`src/rtl/metaball_sched_if.sv`:
```
// Pixel result handshake toward the framebuffer writer.
//   pix_valid : pixel result available (master -> slave)
//   pix_ready : downstream accepts pixel (slave -> master)
//   pix_on    : thresholded pixel value
//   pix_addr  : linear pixel address y*H_RES+x
interface metaball_sched_if;
  logic        pix_valid;
  logic        pix_ready;
  logic        pix_on;
  logic [31:0] pix_addr;

  modport master (
    output pix_valid,
    output pix_on,
    output pix_addr,
    input  pix_ready
  );

  modport slave (
    input  pix_valid,
    input  pix_on,
    input  pix_addr,
    output pix_ready
  );
endinterface

```
`src/rtl/metaball_sched.sv`:
```
// Frame-level scheduler for the lava-lamp metaball array. Raster-scans the frame, broadcasts
// the Q16.15 pixel coordinate to N_BALLS metaball instances, collects their field values,
// saturating-sums them and emits one thresholded pixel per coordinate. One mov_en pulse per
// frame lets the balls advance between frames.
//
// Ports:
//   clk, rst          clock, asynchronous active-high reset
//   frame_start       request a frame (only honoured while idle)
//   p_x, p_y, px_stb  coordinate broadcast and evaluation strobe
//   vld, ball_out     per-ball result valid / Q16.15 value (ball i at [32*i+31:32*i])
//   mov_en            per-frame move pulse to the balls
//   busy              scheduler not idle
//   frame_done        end-of-frame pulse
//   timeout_err       sticky: some ball failed to answer within TIMEOUT cycles
//   pix               pixel handshake (master side)
module metaball_sched #(
  parameter int unsigned H_RES   = 64,
  parameter int unsigned V_RES   = 48,
  parameter int unsigned N_BALLS = 4,
  parameter logic [31:0] THRESH  = 32'h0000_8000,
  parameter int unsigned TIMEOUT = 1024
) (
  input  logic                   clk,
  input  logic                   rst,
  input  logic                   frame_start,
  output logic [31:0]            p_x,
  output logic [31:0]            p_y,
  output logic                   px_stb,
  input  logic [N_BALLS-1:0]     vld,
  input  logic [32*N_BALLS-1:0]  ball_out,
  output logic                   mov_en,
  output logic                   busy,
  output logic                   frame_done,
  output logic                   timeout_err,
  metaball_sched_if.master       pix
);

  localparam int unsigned IdxW = (N_BALLS > 1) ? $clog2(N_BALLS) : 1;

  typedef enum logic [2:0] {
    StIdle,
    StStrobe,
    StWait,
    StAccum,
    StEmit,
    StMove
  } state_e;

  state_e             state_q;
  logic [15:0]        x_q;
  logic [15:0]        y_q;
  logic [N_BALLS-1:0] done_q;
  logic [N_BALLS-1:0] vld_prev_q;
  logic [31:0]        result_q [N_BALLS];
  logic [31:0]        acc_q;
  logic [31:0]        tcnt_q;
  logic [IdxW-1:0]    idx_q;

  logic [N_BALLS-1:0] rise;
  logic [N_BALLS-1:0] done_next;
  logic [31:0]        addend;
  logic [32:0]        acc_sum;
  logic [31:0]        acc_next;
  logic               last_x;
  logic               last_y;
  logic [15:0]        x_next;
  logic [15:0]        y_next;
  logic [31:0]        addr_calc;

  always_comb begin
    // Only a fresh 0->1 transition counts; a vld left high from the previous pixel is stale.
    rise      = vld & ~vld_prev_q;
    done_next = done_q | rise;
    // Negative field values contribute nothing.
    addend    = result_q[idx_q][31] ? 32'h0 : result_q[idx_q];
    acc_sum   = {1'b0, acc_q} + {1'b0, addend};
    acc_next  = (acc_sum > 33'h0_7FFF_FFFF) ? 32'h7FFF_FFFF : acc_sum[31:0];
    last_x    = (x_q == 16'(H_RES - 1));
    last_y    = (y_q == 16'(V_RES - 1));
    x_next    = last_x ? 16'h0 : x_q + 16'd1;
    y_next    = last_x ? y_q + 16'd1 : y_q;
    addr_calc = 32'(y_q) * 32'(H_RES) + 32'(x_q);
  end

  always_ff @(posedge clk or posedge rst) begin
    if (rst) begin
      state_q       <= StIdle;
      x_q           <= '0;
      y_q           <= '0;
      done_q        <= '0;
      vld_prev_q    <= '0;
      acc_q         <= '0;
      tcnt_q        <= '0;
      idx_q         <= '0;
      for (int i = 0; i < N_BALLS; i++) result_q[i] <= '0;
      p_x           <= '0;
      p_y           <= '0;
      px_stb        <= 1'b0;
      mov_en        <= 1'b0;
      busy          <= 1'b0;
      frame_done    <= 1'b0;
      timeout_err   <= 1'b0;
      pix.pix_valid <= 1'b0;
      pix.pix_on    <= 1'b0;
      pix.pix_addr  <= '0;
    end else begin
      vld_prev_q <= vld;
      unique case (state_q)
        StIdle: begin
          if (frame_start) begin
            x_q     <= '0;
            y_q     <= '0;
            p_x     <= '0;
            p_y     <= '0;
            px_stb  <= 1'b1;
            busy    <= 1'b1;
            state_q <= StStrobe;
          end
        end
        StStrobe: begin
          px_stb  <= 1'b0;
          done_q  <= '0;
          acc_q   <= '0;
          tcnt_q  <= '0;
          idx_q   <= '0;
          state_q <= StWait;
        end
        StWait: begin
          done_q <= done_next;
          tcnt_q <= tcnt_q + 32'd1;
          for (int i = 0; i < N_BALLS; i++) begin
            if (rise[i] && !done_q[i]) result_q[i] <= ball_out[32*i +: 32];
          end
          if (&done_next) begin
            state_q <= StAccum;
          end else if (tcnt_q == 32'(TIMEOUT - 1)) begin
            // Give up on the missing balls: they count as zero field.
            timeout_err <= 1'b1;
            for (int i = 0; i < N_BALLS; i++) begin
              if (!done_next[i]) result_q[i] <= '0;
            end
            state_q <= StAccum;
          end
        end
        StAccum: begin
          acc_q <= acc_next;
          if (idx_q == IdxW'(N_BALLS - 1)) begin
            pix.pix_valid <= 1'b1;
            pix.pix_on    <= (acc_next >= THRESH);
            pix.pix_addr  <= addr_calc;
            state_q       <= StEmit;
          end else begin
            idx_q <= idx_q + 1'b1;
          end
        end
        StEmit: begin
          if (pix.pix_ready) begin
            pix.pix_valid <= 1'b0;
            x_q           <= x_next;
            y_q           <= y_next;
            if (last_x && last_y) begin
              mov_en     <= 1'b1;
              frame_done <= 1'b1;
              state_q    <= StMove;
            end else begin
              px_stb  <= 1'b1;
              p_x     <= {1'b0, x_next, 15'b0};
              p_y     <= {1'b0, y_next, 15'b0};
              state_q <= StStrobe;
            end
          end
        end
        StMove: begin
          mov_en     <= 1'b0;
          frame_done <= 1'b0;
          busy       <= 1'b0;
          state_q    <= StIdle;
        end
        default: state_q <= StIdle;
      endcase
    end
  end

endmodule

```
`src/flat_wrapper.sv`:
```
// flat-port wrapper written by rule: the top's interface ports become plain ports
module metaball_sched_flat 
#(
  parameter int unsigned H_RES   = 64,
  parameter int unsigned V_RES   = 48,
  parameter int unsigned N_BALLS = 4,
  parameter logic [31:0] THRESH  = 32'h0000_8000,
  parameter int unsigned TIMEOUT = 1024
)
  (clk, rst, frame_start, p_x, p_y, px_stb, vld, ball_out, mov_en, busy, frame_done, timeout_err, pix_pix_valid, pix_pix_on, pix_pix_addr, pix_pix_ready);
  metaball_sched_if pix_i ();
  input  logic clk;
  input  logic rst;
  input  logic frame_start;
  output logic [31:0] p_x;
  output logic [31:0] p_y;
  output logic px_stb;
  input  logic [N_BALLS-1:0] vld;
  input  logic [32*N_BALLS-1:0] ball_out;
  output logic mov_en;
  output logic busy;
  output logic frame_done;
  output logic timeout_err;
  output wire logic [$bits(pix_i.pix_valid)-1:0] pix_pix_valid;
  output wire logic [$bits(pix_i.pix_on)-1:0] pix_pix_on;
  output wire logic [$bits(pix_i.pix_addr)-1:0] pix_pix_addr;
  input wire logic [$bits(pix_i.pix_ready)-1:0] pix_pix_ready;
  assign pix_pix_valid = pix_i.pix_valid;
  assign pix_pix_on = pix_i.pix_on;
  assign pix_pix_addr = pix_i.pix_addr;
  assign pix_i.pix_ready = pix_pix_ready;
  metaball_sched #(.H_RES(H_RES), .V_RES(V_RES), .N_BALLS(N_BALLS), .THRESH(THRESH), .TIMEOUT(TIMEOUT)) u_core (.clk(clk), .rst(rst), .frame_start(frame_start), .p_x(p_x), .p_y(p_y), .px_stb(px_stb), .vld(vld), .ball_out(ball_out), .mov_en(mov_en), .busy(busy), .frame_done(frame_done), .timeout_err(timeout_err), .pix(pix_i));
endmodule
```
`config.mk`:
```
export PLATFORM = sky130hd
export DESIGN_NAME = metaball_sched_flat
export DESIGN_NICKNAME = d
export VERILOG_FILES = /design/src/rtl/metaball_sched_if.sv /design/src/rtl/metaball_sched.sv /design/src/flat_wrapper.sv
export SDC_FILE = /design/constraint.sdc
export NUM_CORES = 1
export LEC_CHECK = 0
export BUFFER_PORTS_ARGS = -buffer_cell sky130_fd_sc_hd__clkbuf_2
export CORE_ASPECT_RATIO = 0.8
export CORE_MARGIN = 4
export CORE_UTILIZATION = 62
export DETAILED_ROUTE_END_ITERATION = 7
export HOLD_SLACK_MARGIN = 0.02
export PLACE_DENSITY = 0.86
export RECOVER_POWER = 25
export SYNTH_ARGS = -nofsm -noshare
export SYNTH_HDL_FRONTEND = slang
export SYNTH_SLANG_ARGS = --single-unit
```
`constraint.sdc`:
```
create_clock -name clk -period 21.1 [get_ports clk]
set_input_delay 4.22 -clock clk [delete_from_list [all_inputs] [get_ports clk]]
set_output_delay 4.22 -clock clk [all_outputs]
set_load 0.1 [all_outputs]
```
==> impl_metrics.env, run 1 <==
export IMPL_yosys_warnings=0
export IMPL_p_leak_nw=8.48
export IMPL_cp_data_required_time_ps=21670
export IMPL_cts_resized=0
export IMPL_vias_per_cell=6.43
export IMPL_irDropWorstVdd_v=0.0000946
export IMPL_endpoint_kind="asynchronous set/reset pin"
export IMPL_hold_violations=0
export IMPL_wl_per_cell_um=21.3
export IMPL_powerDensity_mw_per_mm2=147
export IMPL_synth_top_cells_by_count="298 x dfrtp_1, 189 x nand2_1, 158 x o21ai_0"
export IMPL_cap_violations=4
export IMPL_finalMaxSlewViolations=277
export IMPL_start_util_pct=63.4
export IMPL_clockBufferDepth=3
export IMPL_grt_pass1_wl_mm=73.2
export IMPL_post_cts_buffers=0
export IMPL_synth_edf_count=0
export IMPL_fmax_mhz=113
export IMPL_rows=52
export IMPL_antenna_found_initial=5
export IMPL_layout_drive_gt1_share_pct=18.2
export IMPL_clk_pin_slew_worst_paths_ps=70
export IMPL_max_slew_margin_rel_pct=-353
export IMPL_grt_usage_pct=31.2
export IMPL_crit_fanout=157
export IMPL_setup_tns_final_ps=0
export IMPL_synth_cell_area_mm2=0.0161
export IMPL_worst_pin_slew_ps=6790
export IMPL_holdBufCountCts=0
export IMPL_ys_ff_latch=298
export IMPL_dp_hpwl_mm=31.5
export IMPL_crit_type="in -> async"
export IMPL_status="finished with violations"
export IMPL_overflow=0
export IMPL_wirelength_mm=45.5
export IMPL_cts_buffers=30
export IMPL_synth_cell_types=74
export IMPL_crit_path_start_kind="input pin"
export IMPL_gp_congestion=0.967
export IMPL_min_period_over_period_pct=42.1
export IMPL_drt_iter0_markers=1381
export IMPL_ioPinCount=239
export IMPL_synthTopCellsByArea="dfrtp_1 46%, a22o_1 7.4%, o21ai_0 4.9%, nand2_1 4.4%, mux4_2 4.3%"
export IMPL_cp_slowest_cell="clkinvlp_2"
export IMPL_core_mm2=0.0254
export IMPL_drcViolationCount=0
export IMPL_reg2reg_setup_slack_ps=14130
export IMPL_max_stage_delay_ps=3690
export IMPL_grt_max_degree=158
export IMPL_cts_root_buf="clkbuf_16"
export IMPL_synthFlopType="dfrtp_1"
export IMPL_num_vias=13728
export IMPL_yosys_area_top_type="dfrtp_1"
export IMPL_clock_sinks=298
export IMPL_skew_ps=25.9
export IMPL_async_reset_ff_share_pct=100
export IMPL_hold_path_class="reg -> reg"
export IMPL_syn_to_final_growth_pct=12.7
export IMPL_grt_pass1_vias=13482
export IMPL_drtPass1Iterations=5
export IMPL_cts_tree="yes"
export IMPL_rsz0062_at_grt="no"
export IMPL_htree_num_levels=1
export IMPL_clk_latency_ps=580
export IMPL_nNetsFinal=1942
export IMPL_ys_seq_area_share_pct=46.2
export IMPL_ant_nets=0
export IMPL_cp_arrival_ps=9440
export IMPL_fin_hold_ws_ps=477
export IMPL_die_y_um=152
export IMPL_yosysMostFrequentCell="dfrtp_1"
export IMPL_synth_top_area_share_pct=46.2
export IMPL_syn_avg_cell_area_um2=9.98
export IMPL_die_area_mm2=0.0287
export IMPL_violations="capacitance limit, slew limit"
export IMPL_die_w_um=188
export IMPL_crit_chain="clkbuf_2, clkinvlp_2, buf_4"
export IMPL_layout_min_cycle_time_ps=8870
export IMPL_io_buffers=197
export IMPL_finalSetupViolCount=0
export IMPL_syn_inst=1616
==> final timing paths <==
check                                        start                      end  cells after the start
min reg2reg                u_core.pix.pix_addr[19]  u_core.pix.pix_addr[19]                      2
min                        u_core.pix.pix_addr[19]  u_core.pix.pix_addr[19]                      2
max reg2reg                        u_core.idx_q[0]        u_core.pix.pix_on                     15
max                                            rst      u_core.result_q[77]                      3
min in group asynchronous                      rst           u_core.p_x[22]                      2
max in group clk                   u_core.idx_q[0]        u_core.pix.pix_on                     15
==> metrics by stage <==
step | cell area (um^2) | total power [mW] | setup WS [ps] | std cells | util, %
2_1_floorplan | 16300 | 1.77 | 8650 | 1656 | -
3_3_place_gp | 17100 | 2.01 | 14960 | 2078 | 67.3
3_5_place_dp | 17100 | 2.05 | 14900 | 2078 | 67.3
4_1_cts | 18200 | 2.64 | 15420 | 2134 | 71.6
5_1_grt | 18200 | 2.82 | 11200 | 2136 | 71.5
6_report | 18200 | 2.67 | 12230 | 2136 | 71.5
==> report_power, final <==
group / internal (mW) / switching (mW)
registers: 0.728 / 0.109
clock network: 0.342 / 0.237
logic: 0.509 / 0.741
total: 1.58 / 1.09
==> logic make-up (layout without fill, tap and decap cells) <==
logic type / after synthesis / count (layout) / synth area share [%]
buf+inv: 164 / 291 / 5.04
simple gates: 496 / 496 / 14.9
compound gates: 502 / 502 / 21.3
mux: 52 / 52 / 5.70
other cells: 1 / 43 / 0.0233
xor+xnor: 56 / 56 / 3.04
fa+ha+maj: 47 / 47 / 3.74
flops: 298 / 298 / 46.2
==> critical path: cells and delay by family <==
family | cells | cell delay (ps)
buf+inv | 3 | 4950
==> flip-flops by register name, indices dropped and copies added (netlist names), 2 cells and up <==
| signal | flops |
|---|---|
| u_core.result_q | 128 |
| u_core.acc_q | 32 |
| u_core.tcnt_q | 32 |
| u_core.pix.pix_addr | 23 |
| u_core.p_x | 16 |
| u_core.p_y | 16 |
| u_core.x_q | 16 |
| u_core.y_q | 16 |
| u_core.done_q | 4 |
| u_core.vld_prev_q | 4 |
| u_core.state_q | 3 |
| u_core.idx_q | 2 |
==> placed cells by master (no fill, tap or decap), drive strengths merged, types with 12 or more instances in the layout <==
| cell type | Yosys | final |
|---|---|---|
| nand2 | 189 | 189 |
| inv | 23 | 22 |
| xor2 | 24 | 24 |
| clkbuf | 80 | 242 |
| o21ai | 172 | 172 |
| ha | 45 | 45 |
| conb | 1 | 41 |
| a21o | 19 | 19 |
| o31ai | 35 | 35 |
| buf | 61 | 13 |
| nor2 | 86 | 86 |
| o21a | 18 | 18 |
| and2 | 20 | 20 |
| nor3 | 24 | 24 |
| dfrtp | 298 | 298 |
| nand3 | 46 | 46 |
| and3 | 27 | 27 |
| nor2b | 43 | 43 |
| a21oi | 61 | 61 |
| mux4 | 31 | 31 |
| xnor2 | 32 | 32 |
| nand4 | 15 | 15 |
| a22o | 136 | 136 |
| mux2i | 12 | 12 |
==> final cells by class <==
type / instances / area (um^2)
well taps: 351 / 439
clock inverters: 13 / 215
clock buffers: 43 / 880
inverters: 23 / 87.6
diodes: 2 / 5.00
fillers: 1816 / 7260
repair buffers: 212 / 1080
multi-input cells: 1194 / 8010
flip-flops and latches: 298 / 7460
==> per-layer routing <==
metal	track usage (%)	wire (um)
met2	47.6	20500
met4	7.63	1110
met5	0	47
met1	45.9	19500
met3	7.26	4430
(Power assumes the default switching activity.)
==> run 2, diff against run 1 <==
--- a/config.mk
+++ b/config.mk
@@ -8,10 +8,10 @@
 export BUFFER_PORTS_ARGS = -buffer_cell sky130_fd_sc_hd__clkbuf_2
 export CORE_ASPECT_RATIO = 0.8
 export CORE_MARGIN = 4
-export CORE_UTILIZATION = 62
+export CORE_UTILIZATION = 58
 export DETAILED_ROUTE_END_ITERATION = 7
 export HOLD_SLACK_MARGIN = 0.02
-export PLACE_DENSITY = 0.86
+export PLACE_DENSITY = 0.81
 export RECOVER_POWER = 25
 export SYNTH_ARGS = -nofsm -noshare
 export SYNTH_HDL_FRONTEND = slang
==> constraint.sdc (replaced) <==
create_clock -name clk -period 8.2 [get_ports clk]
set_input_delay 1.64 -clock clk [delete_from_list [all_inputs] [get_ports clk]]
set_output_delay 1.64 -clock clk [all_outputs]
set_load 0.1 [all_outputs]
==> impl_metrics.env, run 2 (synthesis results as in run 1) <==
export IMPL_clockPowerShare_pct=21.6
export IMPL_busiest_layer="met1"
export IMPL_layout_drive_gt1_share_pct=18.1
export IMPL_fmax_mhz=170
export IMPL_die_y_um=157
export IMPL_use_met1_pct=46.3
export IMPL_crit_chain="clkbuf_1, mux4_2, nor2b_1, ha_1, inv_1, fa_1, nor2b_1, o31ai_2, a21o_1, a31oi_1, nor3_1, o21ai_1, mux2_2, o21ba_2, o21ai_1"
export IMPL_drt_iter0_markers=1349
export IMPL_p_switching_mw=2.79
export IMPL_crit_fanout=36
export IMPL_final_common_cell="dfrtp_1"
export IMPL_skew_ps=10.6
export IMPL_top_register="u_core.result_q"
export IMPL_ioPinCount=239
export IMPL_clockBufferDepth=3
export IMPL_crit_path_start_kind="register"
export IMPL_cts_tree="yes"
export IMPL_cp_arrival_ps=6310
export IMPL_cpLargestDelayFamily="buffers and inverters"
export IMPL_syn_to_final_growth_pct=12.7
export IMPL_clk_pin_slew_worst_paths_ps=60
export IMPL_holdBufCountCts=0
export IMPL_max_stage_delay_ps=1750
export IMPL_clk_latency_ps=580
export IMPL_pwr_share_comb_pct=46.5
export IMPL_fin_util_pct=66.6
export IMPL_overflow=0
export IMPL_dp_hpwl_mm=32.6
export IMPL_die_area_mm2=0.0306
export IMPL_place_area_mm2=0.0172
export IMPL_worst_pin_slew_ps=2430
export IMPL_hold_violations=0
export IMPL_io_buffers=197
export IMPL_start_util_pct=59.1
export IMPL_irDropWorstVdd_v=0.000254
export IMPL_num_vias=13517
export IMPL_rsz0062_at_grt="no"
export IMPL_grt_pass1_vias=13242
export IMPL_finalSetupViolCount=0
export IMPL_wl_per_cell_um=21.5
export IMPL_post_cts_buffers=0
export IMPL_instances_no_fill=2147
export IMPL_final_cell_mix="296 x dfrtp_1, 193 x clkbuf_2, 189 x nand2_1"
export IMPL_violations="capacitance limit, slew limit"
export IMPL_fillers=2129
export IMPL_grt_usage_pct=29.8
export IMPL_design_area_mm2=0.0182
export IMPL_setup_tns_final_ps=0
export IMPL_internal_power_mw=4.06
export IMPL_wirelength_mm=46.2
export IMPL_status="finished with violations"
export IMPL_crit_type="reg -> reg"
export IMPL_grtUsageMet2_pct=44.0
export IMPL_fin_hold_ws_ps=484
export IMPL_layout_min_cycle_time_ps=5890
export IMPL_vias_per_cell=6.30
export IMPL_die_w_um=194
export IMPL_dp_cells=2092
export IMPL_largest_register_ffs=128
export IMPL_cts_resized=0
export IMPL_powerDensity_mw_per_mm2=377
export IMPL_hold_path_class="reg -> reg"
export IMPL_antenna_found_initial=1
export IMPL_p_leak_nw=8.49
export IMPL_finalMaxSlewViolations=210
export IMPL_max_slew_margin_rel_pct=-62.3
export IMPL_min_period_over_period_pct=71.8
export IMPL_cap_violations=5
export IMPL_rows=54
export IMPL_cp_slowest_cell="clkbuf_1"
export IMPL_htree_num_levels=1
export IMPL_endpoint_kind="register"
export IMPL_worstPathBufferInverterCount=2
export IMPL_cts_root_buf="clkbuf_16"
export IMPL_drcViolationCount=0
export IMPL_gp_congestion=0.983
export IMPL_p_sw_share_pct=40.7
export IMPL_ant_nets=0
export IMPL_nNetsFinal=1944
export IMPL_grt_max_degree=157
export IMPL_cp_data_required_time_ps=8620
export IMPL_clock_sinks=298
export IMPL_reg_top3="u_core.result_q (128), u_core.acc_q (32), u_core.tcnt_q (32)"
export IMPL_grt_util_met3_pct=5.16
export IMPL_cts_buffers=31
export IMPL_pwr_share_seq_pct=31.9
export IMPL_drtPass1Iterations=6
export IMPL_core_mm2=0.0273
export IMPL_grt_pass1_wl_mm=73.5
==> run 2: cell types whose count changed in the layout (fill, tap and decap cells not counted), moves of 2 or more <==
cell        previous run  this run
clkinvlp_4             4         0
clkinv_2               2         9
buf_4                 13        11
clkbuf_8               8         4
==> run 2: path summary, 6_finish.rpt <==
path / slack, ps / endpoint / from / cells past startpoint
setup / recovery: 2310 / u_core.acc_q[27] / u_core.idx_q[1] / 15
hold reg to reg: 480 / u_core.pix.pix_addr[20] / u_core.pix.pix_addr[20] / 2
setup reg to reg: 2310 / u_core.acc_q[27] / u_core.idx_q[1] / 15
min in group asynchronous: 1690 / u_core.result_q[34] / rst / 2
hold / removal: 480 / u_core.pix.pix_addr[20] / u_core.pix.pix_addr[20] / 2
max in group asynchronous: 3680 / u_core.idx_q[0] / rst / 3
==> run 2: routing by layer <==
metal,wire length [um],vias up
met3,4070,90
met5,0,-
met1,21000,6723
met2,20100,585
li1,-,6119
met4,1090,0
==> run 2: worst min-delay path, delay by kind of cell (launching register included) <==
family / cells / cell delay, ps
and+or+nand+nor: 1 / 50
DFF: 1 / 340
AOI/OAI and AO/OA: 1 / 60
==> run 2: area by class of cell <==
type | instances | area, um^2 | area share [%]
Sequential cell | 298 | 7460 | 41.0
Clock buffer | 38 | 842 | 4.63
Clock inverter | 15 | 215 | 1.18
Timing Repair Buffer | 213 | 1100 | 6.04
Antenna cell | 2 | 5.00 | 0.0275
Inverter | 23 | 87.6 | 0.482
Tap cell | 364 | 455 | 2.51
Multi-Input combinational cell | 1194 | 8010 | 44.1
==> run 2: power by group through the flow <==
stage | logic (mW) | registers (mW) | clock network [mW]
after floorplan | 2.45 | 2.11 | 0
final | 3.18 | 2.19 | 1.48
after CTS | 3.14 | 2.18 | 1.49
after detailed placement | 3.11 | 2.19 | 0
after global routing | 3.49 | 2.22 | 1.56
after global placement | 3.05 | 2.18 | 0
==> run 2: per-stage QoR <==
| stage | worst slack (ps) | total power, mW |
|---|---|---|
| after CTS | 3130 | 6.81 |
| after floorplan | 2600 | 4.55 |
| final | 2310 | 6.85 |
| after detailed placement | 3140 | 5.30 |
| after global placement | 3230 | 5.22 |
| after global routing | 1930 | 7.28 |
